<file path="src/rtl/pe_op_sequencer_pkg.sv">
// Shared definitions for the PE opcode sequencer: PE command encodings,
// sequencer phase/state encodings and layer shape field widths.
package pe_op_sequencer_pkg;

  localparam int P_W   = 5;
  localparam int Q_W   = 3;
  localparam int S_W   = 4;
  localparam int CMD_W = 3;

  // Command encodings are shared with the PE controller and must not move.
  localparam logic [CMD_W-1:0] CMD_SET        = 3'd0;
  localparam logic [CMD_W-1:0] CMD_LOAD_IFMAP = 3'd1;
  localparam logic [CMD_W-1:0] CMD_LOAD_WGHT  = 3'd2;
  localparam logic [CMD_W-1:0] CMD_CONV       = 3'd3;
  localparam logic [CMD_W-1:0] CMD_ACC        = 3'd4;

  typedef enum logic [2:0] {
    PH_SET,
    PH_WGHT,
    PH_IFMAP,
    PH_CONV,
    PH_ACC
  } phase_e;

  typedef enum logic [1:0] {
    ST_IDLE,
    ST_ISSUE,
    ST_WAIT,
    ST_DONE
  } state_e;

  function automatic logic [CMD_W-1:0] phase_cmd(input phase_e ph);
    logic [CMD_W-1:0] cmd;
    case (ph)
      PH_SET:   cmd = CMD_SET;
      PH_WGHT:  cmd = CMD_LOAD_WGHT;
      PH_IFMAP: cmd = CMD_LOAD_IFMAP;
      PH_CONV:  cmd = CMD_CONV;
      PH_ACC:   cmd = CMD_ACC;
      default:  cmd = CMD_SET;
    endcase
    return cmd;
  endfunction

endpackage

</file>
<file path="src/rtl/pe_op_sequencer_tracker.sv">
// Broadcast pending-mask tracker: remembers which receivers still owe a
// handshake for the current broadcast and flags when the last one lands.
module pe_bcast_tracker #(
  parameter int NUM_PE = 4
) (
  input  logic              i_clk,
  input  logic              i_rst,
  input  logic              i_load,
  input  logic [NUM_PE-1:0] i_mask,
  input  logic [NUM_PE-1:0] i_valid,
  input  logic [NUM_PE-1:0] i_ready,
  output logic [NUM_PE-1:0] o_pending,
  output logic              o_all_accepted_next
);

  logic [NUM_PE-1:0] pending_d;
  logic [NUM_PE-1:0] pending_q;

  always_comb begin
    pending_d = pending_q & ~(i_valid & i_ready);
    if (i_load) begin
      pending_d = i_mask;
    end
  end

  always_ff @(posedge i_clk) begin
    if (i_rst) begin
      pending_q <= '0;
    end else begin
      pending_q <= pending_d;
    end
  end

  assign o_pending           = pending_q;
  assign o_all_accepted_next = (pending_d == '0);

endmodule

</file>
<file path="src/rtl/pe_op_sequencer.sv">
// Layer-pass opcode sequencer: broadcasts SET, LOAD_WGHT, {LOAD_IFMAP, CONV}
// x passes and an optional ACC to the enabled PEs, then pulses done.
module pe_op_sequencer
  import pe_op_sequencer_pkg::*;
#(
  parameter int NUM_PE = 4,
  parameter int PASS_W = 8
) (
  input  logic              i_clk,
  input  logic              i_rst,
  input  logic              i_start,
  input  logic [P_W-1:0]    i_layer_p,
  input  logic [Q_W-1:0]    i_layer_q,
  input  logic [S_W-1:0]    i_layer_s,
  input  logic [PASS_W-1:0] i_num_pass,
  input  logic              i_acc_en,
  input  logic [NUM_PE-1:0] i_pe_en,
  output logic [P_W-1:0]    o_layer_p,
  output logic [Q_W-1:0]    o_layer_q,
  output logic [S_W-1:0]    o_layer_s,
  output logic [CMD_W-1:0]  o_opcode,
  output logic [NUM_PE-1:0] o_opcode_valid,
  input  logic [NUM_PE-1:0] i_opcode_ready,
  output logic              o_busy,
  output logic              o_done,
  output logic [PASS_W-1:0] o_pass_cnt
);

  state_e            state_d, state_q;
  phase_e            phase_d, phase_q;
  logic [PASS_W-1:0] pass_cnt_d, pass_cnt_q;
  logic [PASS_W-1:0] num_pass_d, num_pass_q;
  logic [P_W-1:0]    layer_p_d, layer_p_q;
  logic [Q_W-1:0]    layer_q_d, layer_q_q;
  logic [S_W-1:0]    layer_s_d, layer_s_q;
  logic              acc_en_d, acc_en_q;
  logic [NUM_PE-1:0] pe_en_d, pe_en_q;

  logic              trk_load;
  logic [NUM_PE-1:0] trk_mask;
  logic [NUM_PE-1:0] trk_pending;
  logic              trk_all_accepted_next;
  logic [NUM_PE-1:0] valid;
  logic              all_ready;

  assign valid     = (state_q == ST_ISSUE) ? trk_pending : '0;
  // Disabled PEs are masked out so their ready never holds up the phase.
  assign all_ready = ((i_opcode_ready & pe_en_q) == pe_en_q);
  assign trk_mask  = (state_q == ST_IDLE) ? i_pe_en : pe_en_q;

  pe_bcast_tracker #(
    .NUM_PE(NUM_PE)
  ) u_tracker (
    .i_clk               (i_clk),
    .i_rst               (i_rst),
    .i_load              (trk_load),
    .i_mask              (trk_mask),
    .i_valid             (valid),
    .i_ready             (i_opcode_ready),
    .o_pending           (trk_pending),
    .o_all_accepted_next (trk_all_accepted_next)
  );

  always_comb begin
    state_d    = state_q;
    phase_d    = phase_q;
    pass_cnt_d = pass_cnt_q;
    num_pass_d = num_pass_q;
    layer_p_d  = layer_p_q;
    layer_q_d  = layer_q_q;
    layer_s_d  = layer_s_q;
    acc_en_d   = acc_en_q;
    pe_en_d    = pe_en_q;
    trk_load   = 1'b0;

    case (state_q)
      ST_IDLE: begin
        if (i_start) begin
          layer_p_d  = i_layer_p;
          layer_q_d  = i_layer_q;
          layer_s_d  = i_layer_s;
          num_pass_d = (i_num_pass == '0) ? PASS_W'(1) : i_num_pass;
          acc_en_d   = i_acc_en;
          pe_en_d    = i_pe_en;
          phase_d    = PH_SET;
          pass_cnt_d = '0;
          if (i_pe_en == '0) begin
            state_d = ST_DONE;
          end else begin
            trk_load = 1'b1;
            state_d  = ST_ISSUE;
          end
        end
      end

      ST_ISSUE: begin
        if (trk_all_accepted_next) begin
          state_d = ST_WAIT;
        end
      end

      ST_WAIT: begin
        if (all_ready) begin
          trk_load = 1'b1;
          state_d  = ST_ISSUE;
          case (phase_q)
            PH_SET:   phase_d = PH_WGHT;
            PH_WGHT:  phase_d = PH_IFMAP;
            PH_IFMAP: phase_d = PH_CONV;
            PH_CONV: begin
              if (pass_cnt_q < num_pass_q - PASS_W'(1)) begin
                phase_d    = PH_IFMAP;
                pass_cnt_d = pass_cnt_q + PASS_W'(1);
              end else if (acc_en_q) begin
                phase_d = PH_ACC;
              end else begin
                trk_load = 1'b0;
                state_d  = ST_DONE;
                phase_d  = PH_SET;
              end
            end
            default: begin
              trk_load = 1'b0;
              state_d  = ST_DONE;
              phase_d  = PH_SET;
            end
          endcase
        end
      end

      ST_DONE: state_d = ST_IDLE;

      default: state_d = ST_IDLE;
    endcase
  end

  always_ff @(posedge i_clk) begin
    if (i_rst) begin
      state_q    <= ST_IDLE;
      phase_q    <= PH_SET;
      pass_cnt_q <= '0;
      num_pass_q <= '0;
      layer_p_q  <= '0;
      layer_q_q  <= '0;
      layer_s_q  <= '0;
      acc_en_q   <= 1'b0;
      pe_en_q    <= '0;
    end else begin
      state_q    <= state_d;
      phase_q    <= phase_d;
      pass_cnt_q <= pass_cnt_d;
      num_pass_q <= num_pass_d;
      layer_p_q  <= layer_p_d;
      layer_q_q  <= layer_q_d;
      layer_s_q  <= layer_s_d;
      acc_en_q   <= acc_en_d;
      pe_en_q    <= pe_en_d;
    end
  end

  assign o_layer_p      = layer_p_q;
  assign o_layer_q      = layer_q_q;
  assign o_layer_s      = layer_s_q;
  assign o_opcode       = phase_cmd(phase_q);
  assign o_opcode_valid = valid;
  assign o_busy         = (state_q != ST_IDLE);
  assign o_done         = (state_q == ST_DONE);
  assign o_pass_cnt     = pass_cnt_q;

endmodule

</file>
<file path="config.mk">
export PLATFORM = sky130hd
export DESIGN_NAME = pe_op_sequencer
export DESIGN_NICKNAME = d
export VERILOG_FILES = /design/src/rtl/pe_op_sequencer_pkg.sv /design/src/rtl/pe_op_sequencer_tracker.sv /design/src/rtl/pe_op_sequencer.sv
export SDC_FILE = /design/constraint.sdc
export NUM_CORES = 1
export LEC_CHECK = 0
export CORE_MARGIN = 2
export CORE_UTILIZATION = 52
export CTS_CLUSTER_DIAMETER = 40
export DETAILED_ROUTE_END_ITERATION = 8
export HOLD_SLACK_MARGIN = 0.06
export PLACE_DENSITY = 0.88
export SLEW_MARGIN = 30
export SYNTH_ARGS = -nofsm -noshare
export SYNTH_HDL_FRONTEND = slang
export SYNTH_SLANG_ARGS = --single-unit
export TNS_END_PERCENT = 50
</file>
<file path="constraint.sdc">
create_clock -name i_clk -period 5.7 [get_ports i_clk]
set_input_delay 0.855 -clock i_clk [delete_from_list [all_inputs] [get_ports i_clk]]
set_output_delay 0.855 -clock i_clk [all_outputs]
set_load 0.02 [all_outputs]
</file>
==> results of run 1 <==
cell families after synthesis:
family,count (synthesis)
AND/OR/NAND/NOR,135
AO/OA/AOI/OAI,71
flip-flops,42
buffers and inverters,24
adder cells (fa/ha/maj),9
XOR/XNOR,6
multiplexers,5
synth_stat cells (2+ instances only):
cell	count	area (um^2)
mux2_2	4	45.0
buf_2	3	15.0
or4_1	8	60.1
nand3_1	6	30.0
nor4_1	3	18.8
nor2b_1	7	43.8
inv_1	10	37.5
o2111ai_1	2	17.5
o21ai_0	6	30.0
nor2_1	8	30.0
nand4_1	2	12.5
ha_1	9	113
nand2_1	72	270
a21oi_1	47	235
nor3_1	8	40.0
clkbuf_1	10	37.5
and2_1	6	37.5
nand2b_1	5	31.3
a211oi_1	2	15.0
dfxtp_1	42	841
xnor2_1	5	43.8
o31ai_1	7	52.6
layer usage:
layer	track usage	up-vias	routed length [um]
li1	-	1122	-
met1	0.294	984	2450
met3	0.0683	5	352
met5	0	-	0
met2	0.356	70	2460
met4	0.0545	0	55
path summary, 6_finish.rpt:
| check | startpoint | endpoint | slack [ns] | cells after the start |
|---|---|---|---|---|
| setup / recovery | state_q[0] | o_opcode_valid[2] | 2.76 | 3 |
| hold / removal | o_layer_s[2] | o_layer_s[2] | 0.46 | 2 |
| setup reg to reg | num_pass_q[2] | o_pass_cnt[5] | 2.86 | 10 |
| hold reg to reg | o_layer_s[2] | o_layer_s[2] | 0.46 | 2 |
critical path, delay by kind of cell (launching register included):
| kind | cells | cell delay (ns) |
|---|---|---|
| buffers and inverters | 1 | 0.60 |
| flip-flops | 1 | 0.55 |
| AND/OR/NAND/NOR | 2 | 0.64 |
report_power, final:
group	internal, mW	total [mW]	leakage (nW)	switching [mW]
Sequential	0.315	0.336	0.343	0.0218
Clock	0.0823	0.183	0.0438	0.101
Combinational	0.0890	0.195	0.675	0.106
Total	0.486	0.715	1.06	0.229
area by class of cell:
type / instances / area share
repair buffers: 62 / 0.210
clock buffers: 5 / 0.0235
flip-flops and latches: 42 / 0.287
inverters: 10 / 0.0128
well taps: 50 / 0.0214
multi-input cells: 226 / 0.441
clock inverters: 2 / 0.00342
through the flow:
stage | setup slack [ns] | instance area, um^2 | hold slack [ns] | std cells | util
3_3_place_gp | 2.70 | 2850 | 0.440 | 390 | 0.702
5_1_grt | 2.67 | 2930 | 0.468 | 397 | 0.721
2_1_floorplan | 3.25 | 2230 | 0.449 | 292 | -
3_5_place_dp | 2.71 | 2850 | 0.448 | 390 | 0.702
6_report | 2.76 | 2930 | 0.456 | 397 | 0.721
4_1_cts | 2.77 | 2930 | 0.459 | 397 | 0.721
state kept, by name, indices dropped and copies added, names as in the netlist:
name / cells
o_pass_cnt: 8
phase_q: 3
pe_en_q: 4
o_layer_q: 3
o_layer_p: 5
u_tracker.o_pending: 4
acc_en_q: 1
num_pass_q: 8
o_layer_s: 4
state_q: 2
==> impl_metrics.py, run 1 <==
metrics = {
    "run_status": {
        "run_status": "finished clean",
    },
    "synthesis": {
        "syn_inst": 292,
        "netlist_area_mm2": 0.00223,
        "async_flop_share": 0,
        "syn_area_per_cell_um2": 7.64,
        "synth.distinct_cells": 42,
        "synth-main-ff-cell": "dfxtp_1",
        "synth_fp_nets": 333,
        "synth_xor_area_frac": 0.0235,
        "ys_seq_area_frac": 0.377,
        "synth_top_family_by_area": "simple AND/OR/NAND/NOR gates",
        "synth_compound_area_frac": 0.183,
        "ys_warn_count": 0,
        "synth_edf_count": 0,
        "yosys.area_share.simple": 0.297,
        "ys_ff_latch": 42,
        "synthAdderAreaFrac": 0.0504,
        "synthMuxAreaShare": 0.0247,
    },
    "routing": {
        "drt_iter0_markers": 176,
        "wl_um": 5320,
        "post_drt_via_cell_ratio": 5.49,
        "routedWlPerCell_um": 13.4,
        "drc": 0,
        "vias": 2181,
        "antenna_left": 0,
        "dr.pass1.iters": 4,
    },
    "clock_tree": {
        "htree_levels": 2,
        "clock_latency_ns": 0.29,
        "post_cts_resized": 0,
        "cts_buffers": 5,
        "clock-sinks": 42,
        "clk_pin_slew_ns": 0.08,
        "cts_tree": "yes",
        "clockBufferDepth": 2,
        "ctsHoldBuffers": 0,
        "clk_root_buffer_cell": "clkbuf_8",
        "cts_setup_buffers": 0,
    },
    "sta": {
        "fin_skew_ns": 0.00682,
        "worst_pin_slew_ns": 0.561,
        "fmax_mhz": 340,
        "setup_viol": 0,
        "rsz0062_at_grt": "false",
        "fin_setup_tns_ns": 0,
        "post-route-min-period_ns": 2.94,
        "final_hold_viol_count": 0,
        "slew_viol_final": 0,
        "max-slew-margin-rel": 0.626,
        "period_share": 0.516,
    },
    "place": {
        "place_hpwl_um": 3890,
        "io_buffer_count": 60,
        "place.gp.congestion": 0.804,
    },
    "critical_path": {
        "critPathMaxStageDelay_ns": 0.60,
        "slowest_stage": "clkdlybuf4s50_1",
        "required_ns": 4.85,
        "critical_path_class": "reg2out",
        "cp-end-kind": "output pin",
        "path_cells": "nor2b_1 -> and2_1 -> clkdlybuf4s50_1",
        "crit_path_max_fanout": 9,
        "arrival_ns": 2.09,
        "start_kind": "flip-flop",
    },
    "floorplan": {
        "start_util": 0.550,
        "core_area_mm2": 0.00406,
        "die_h_um": 69.5,
        "dieArea_mm2": 0.00483,
        "ioPinCount": 61,
        "core.rowCount": 23,
        "die_x_um": 69.5,
    },
    "global_routing": {
        "grt_pass1_vias": 1978,
        "grt_usage": 0.222,
        "antenna_found_initial": 0,
        "grt_max_degree": 41,
        "grt_overflow_total": 0,
        "grt_pass1_wl_um": 8900,
    },
    "pwr": {
        "powerDensity_mw_per_mm2": 244,
        "power_mw": 0.715,
        "p_leak_nw": 1.06,
        "peakVddDrop_mv": 0.197,
    },
    "finish": {
        "finish.net_count": 388,
        "insertedDiodeCount": 0,
        "multi_input_area_mm2": 0.00129,
        "seqCellArea_um2": 841,
        "mostFrequentLayoutCell": "nand2_1",
        "syn2layout_area_growth_pct": 31.1,
        "layout.cells.most_common_list": "nand2_1, clkdlybuf4s50_1, a21oi_1",
        "nFillCells": 321,
        "drive_above_1_share": 0.0548,
    },
    "worst_hold_path": {
        "hold_path_class": "reg2reg",
    },
    "flow_run": {
        "cap_viol_max_count": 0,
    },
}
Note: power is estimated with default switching activity, not from simulation.
==> inputs of run 2 (changes only) <==
--- a/config.mk
+++ b/config.mk
@@ -6,11 +6,11 @@
 export NUM_CORES = 1
 export LEC_CHECK = 0
 export CORE_MARGIN = 2
-export CORE_UTILIZATION = 52
+export CORE_UTILIZATION = 43
 export CTS_CLUSTER_DIAMETER = 40
 export DETAILED_ROUTE_END_ITERATION = 8
 export HOLD_SLACK_MARGIN = 0.06
-export PLACE_DENSITY = 0.88
+export PLACE_DENSITY = 0.78
 export SLEW_MARGIN = 30
 export SYNTH_ARGS = -nofsm -noshare
 export SYNTH_HDL_FRONTEND = slang
==> constraint.sdc (replaced) <==
create_clock -name i_clk -period 2.5 [get_ports i_clk]
set_input_delay 0.375 -clock i_clk [delete_from_list [all_inputs] [get_ports i_clk]]
set_output_delay 0.375 -clock i_clk [all_outputs]
set_load 0.02 [all_outputs]
==> impl_metrics.py, run 2 (synthesized netlist as in run 1, its figures left out) <==
metrics = {
    "routing": {
        "vias": 2279,
        "drt_iter0_markers": 207,
        "routedWlPerCell_um": 13.1,
        "antenna_left": 0,
        "wl_um": 5700,
        "post_drt_via_cell_ratio": 5.25,
        "dr.pass1.iters": 4,
        "drc": 0,
    },
    "sta": {
        "setup_viol": 5,
        "fin_setup_tns_ns": -0.0571,
        "max-slew-margin-rel": 0.626,
        "slew_viol_final": 0,
        "worst_pin_slew_ns": 0.560,
        "rsz0062_at_grt": "true",
        "fin_ws_ns": -0.0269,
        "fin_hold_ws_ns": 0.458,
        "fmax_mhz": 396,
        "final_hold_viol_count": 0,
        "post-route-min-period_ns": 2.53,
        "fin_skew_ns": 0.00717,
        "period_share": 1.01,
    },
    "place": {
        "placedCellCount": 425,
        "place_hpwl_um": 4090,
        "place.gp.congestion": 0.801,
        "place_ws_ns": -0.142,
        "place_area_mm2": 0.00298,
        "io_buffer_count": 60,
    },
    "critical_path": {
        "required_ns": 2.74,
        "critical_path_class": "reg2reg",
        "reg2reg_from": "num_pass_q[2]",
        "critPathLaunch": "num_pass_q[2]",
        "critPathMaxStageDelay_ns": 0.48,
        "crit_path_end": "o_pass_cnt[3]",
        "slowest_stage": "or4_4",
        "arrival_ns": 2.77,
        "rr_worst_depth": 10,
        "cp-end-kind": "flip-flop",
        "r2r-end": "o_pass_cnt[3]",
        "start_kind": "flip-flop",
        "cp_common_cell": "a21oi_2",
        "path_cells": "nor2_4 -> nand3_2 -> nor4_2 -> xnor2_1 -> ha_1 -> a21oi_2 -> o2111ai_2 -> a22o_4 -> or4_4 -> a21oi_2",
        "crit_path_max_fanout": 7,
        "timing.reg2reg.setup_slack_ns": -0.03,
    },
    "clock_tree": {
        "ctsHoldBuffers": 0,
        "clock-sinks": 42,
        "clockBufferDepth": 2,
        "cts_setup_buffers": 0,
        "clock_latency_ns": 0.31,
        "clk_pin_slew_ns": 0.10,
        "cts_tree": "yes",
        "cts_buffers": 5,
        "htree_levels": 2,
        "clk_root_buffer_cell": "clkbuf_8",
    },
    "floorplan": {
        "dieArea_mm2": 0.00578,
        "core.rowCount": 26,
        "start_util": 0.443,
        "core_area_mm2": 0.00504,
        "ioPinCount": 61,
        "die_x_um": 76.1,
        "die_h_um": 76.1,
    },
    "global_routing": {
        "grt_pass1_wl_um": 9360,
        "grt_usage": 0.190,
        "grt_overflow_total": 0,
        "grt_pass1_vias": 2176,
        "antenna_found_initial": 0,
        "grt_max_degree": 27,
    },
    "finish": {
        "drive_above_1_share": 0.154,
        "instances_no_fill": 434,
        "stdcell_area_mm2": 0.00319,
        "insertedDiodeCount": 0,
        "mostFrequentLayoutCell": "nand2_1",
        "final_util": 0.632,
        "finish.net_count": 404,
        "layout.cells.most_common_list": "nand2_1, clkdlybuf4s50_1, a21oi_1",
        "syn2layout_area_growth_pct": 42.8,
    },
    "flow_run": {
        "cap_viol_max_count": 0,
    },
    "worst_hold_path": {
        "hold_path_class": "reg2reg",
        "worstHoldStart": "o_layer_p[4]",
    },
    "pwr": {
        "peakVddDrop_mv": 0.434,
        "powerDensity_mw_per_mm2": 551,
        "power_mw": 1.76,
        "p_leak_nw": 1.18,
    },
    "run_status": {
        "violations": "negative setup slack",
        "run_status": "finished, violations left",
    },
}
run 2: changes by cell type in the layout (fill, tap and decap cells not counted), moves of 2 or more:
cell	delta
inv_2	+2
a21oi_2	+4
buf_4	+15
or4_1	-4
or4_4	+4
clkinv_2	-2
inv_1	-2
a21oi_1	-5
run 2: cell type report:
type / instances / area (um^2)
clock buffer: 5 / 68.8
clock inverter: 3 / 28.8
fill: 440 / 1850
inverter: 10 / 37.5
multi-input combinational: 227 / 1400
sequential: 42 / 842
tap: 70 / 87.6
timing repair buffer: 77 / 728
run 2: where the power goes:
group	internal [mW]	leakage, nW	total (mW)	switching (mW)
combinational	0.247	0.781	0.514	0.267
clock	0.209	0.0506	0.480	0.271
sequential	0.717	0.344	0.764	0.0469
total	1.17	1.18	1.76	0.584
run 2: how the worst min path moves through the flow:
| stage | endpoint | cells past startpoint |
|---|---|---|
| after floorplan | num_pass_q[7] | 2 |
| after global placement | o_layer_s[3] | 2 |
| after detailed placement | o_layer_s[2] | 2 |
| after CTS | o_layer_p[1] | 2 |
| after global routing | o_layer_p[4] | 2 |
| final | o_layer_p[4] | 2 |
run 2: critical path: cells and delay by family (launching register included):
family,cells,cell delay [ns]
adders and majority gates,1,0.31
AOI/OAI and AO/OA,4,0.80
DFF,1,0.34
xor gates and xnor gates,1,0.17
and+or+nand+nor,4,0.85
run 2: repair_timing:
| item | 4_1_cts | 5_1_grt |
|---|---|---|
| resized for setup | 4 | 20 |
| pin swaps | 1 | 0 |
| endpoints found under the setup margin | 8 | 13 |
| cloned | 0 | 1 |
run 2: metal layers:
metal,vias to the layer above,track usage,part of all wire
li1,1158,-,-
met1,1039,0.226,0.44
met2,70,0.341,0.48
met3,12,0.0569,0.064
met4,0,0.0327,0.013
met5,-,0,0
==> inputs of run 3 (changes only) <==
--- a/config.mk
+++ b/config.mk
@@ -11,6 +11,7 @@
 export DETAILED_ROUTE_END_ITERATION = 8
 export HOLD_SLACK_MARGIN = 0.06
 export PLACE_DENSITY = 0.78
+export SKIP_CTS_REPAIR_TIMING = 1
 export SLEW_MARGIN = 30
 export SYNTH_ARGS = -nofsm -noshare
 export SYNTH_HDL_FRONTEND = slang
==> impl_metrics.py, run 3 (synthesized netlist as in run 1, its figures left out) <==
metrics = {
    "sta": {
        "final_hold_viol_count": 0,
        "setup_viol": 6,
        "rsz0062_at_grt": "true",
        "fin_hold_ws_ns": 0.459,
        "worst_pin_slew_ns": 0.572,
        "fin_ws_ns": -0.0863,
        "post-route-min-period_ns": 2.59,
        "fin_skew_ns": 0.00582,
        "slew_viol_final": 0,
        "max-slew-margin-rel": 0.617,
        "period_share": 1.03,
        "fmax_mhz": 387,
    },
    "floorplan": {
        "core_area_mm2": 0.00504,
        "ioPinCount": 61,
        "start_util": 0.443,
        "die_h_um": 76.1,
        "dieArea_mm2": 0.00578,
        "core.rowCount": 26,
        "die_x_um": 76.1,
    },
    "pwr": {
        "p_leak_nw": 1.18,
        "powerDensity_mw_per_mm2": 551,
        "peakVddDrop_mv": 0.390,
    },
    "routing": {
        "wl_um": 5720,
        "vias": 2267,
        "dr.pass1.iters": 6,
        "drc": 0,
        "antenna_left": 0,
        "routedWlPerCell_um": 13.2,
        "drt_iter0_markers": 187,
        "post_drt_via_cell_ratio": 5.22,
    },
    "clock_tree": {
        "clock_latency_ns": 0.30,
        "clock-sinks": 42,
        "htree_levels": 2,
        "clk_pin_slew_ns": 0.10,
        "clk_root_buffer_cell": "clkbuf_8",
        "cts_tree": "yes",
        "clockBufferDepth": 2,
        "cts_buffers": 5,
    },
    "place": {
        "place_ws_ns": -0.142,
        "place_hpwl_um": 4090,
        "io_buffer_count": 60,
        "place.gp.congestion": 0.801,
    },
    "finish": {
        "multi_input_area_mm2": 0.00141,
        "syn2layout_area_growth_pct": 43.7,
        "insertedDiodeCount": 0,
        "layout.cells.most_common_list": "nand2_1, clkdlybuf4s50_1, a21oi_1, dfxtp_1, buf_4",
        "nFillCells": 439,
        "mostFrequentLayoutCell": "nand2_1",
        "seqCellArea_um2": 843,
        "drive_above_1_share": 0.168,
        "finish.net_count": 404,
    },
    "critical_path": {
        "worst-path-buf-inv": 0,
        "slowest_stage": "or4_4",
        "required_ns": 2.74,
        "critPathMaxStageDelay_ns": 0.50,
        "arrival_ns": 2.83,
        "crit_path_max_fanout": 7,
        "path_cells": "nor2_4 -> nand3_2 -> nor4_2 -> xnor2_1 -> ha_1 -> a21oi_2 -> o2111ai_2 -> a22o_4 -> or4_4 -> a21oi_2",
        "cp-end-kind": "flip-flop",
        "critical_path_class": "reg2reg",
        "crit_family": "simple AND/OR/NAND/NOR gates",
        "start_kind": "flip-flop",
        "cp_common_cell": "a21oi_2",
    },
    "global_routing": {
        "grt_usage": 0.187,
        "antenna_found_initial": 0,
        "grt_pass1_vias": 2142,
        "grt_pass1_wl_um": 9210,
        "grt_overflow_total": 0,
        "grt_max_degree": 27,
    },
    "run_status": {
        "violations": "negative setup slack",
        "run_status": "finished, violations left",
    },
    "worst_hold_path": {
        "hold_path_class": "reg2reg",
    },
    "flow_run": {
        "cap_viol_max_count": 0,
    },
}
run 3: cell counts in the layout (fill, tap and decap cells not counted):
No cell type changed its count.
run 3: tightest hold or removal path, stage by stage, from the launching register on:
cell     delay [ns]
dfxtp_1        0.32
nand2_1        0.05
a21oi_1        0.05
run 3: cell type report:
| type | instances | share of cell area |
|---|---|---|
| clock inverter | 3 | 0.00897 |
| sequential | 42 | 0.263 |
| tap | 70 | 0.0273 |
| timing repair buffer | 77 | 0.228 |
| clock buffer | 5 | 0.0215 |
| multi-input combinational | 227 | 0.440 |
| inverter | 10 | 0.0117 |
run 3: per-stage QoR:
stage / power, mW / setup TNS, ns / util / cells / area [um^2]
floorplan: 1.06 / 0 / - / 292 / 2230
global placement: 1.25 / -0.207 / 0.592 / 425 / 2980
detailed placement: 1.26 / -0.922 / 0.592 / 425 / 2980
CTS: 1.73 / -1.08 / 0.611 / 433 / 3080
global route: 1.87 / -1.42 / 0.636 / 434 / 3210
finish: 1.77 / -0.348 / 0.636 / 434 / 3210
run 3: power breakdown:
group | switching (mW) | internal (mW) | total (mW)
Clock | 0.275 | 0.209 | 0.484
Sequential | 0.0469 | 0.718 | 0.765
Combinational | 0.269 | 0.249 | 0.518
run 3: final timing paths:
path	start	end	slack, ns	cells past startpoint
max reg2reg	num_pass_q[2]	o_pass_cnt[4]	-0.09	10
max	num_pass_q[2]	o_pass_cnt[4]	-0.09	10
min	o_layer_p[4]	o_layer_p[4]	0.46	2
min reg2reg	o_layer_p[4]	o_layer_p[4]	0.46	2
run 3: layer usage:
metal | share of wire | wire, um | track usage
met3 | 0.067 | 384 | 0.0569
met2 | 0.49 | 2780 | 0.334
met4 | 0.0063 | 36 | 0.0327
met1 | 0.44 | 2510 | 0.224
met5 | 0 | 0 | 0
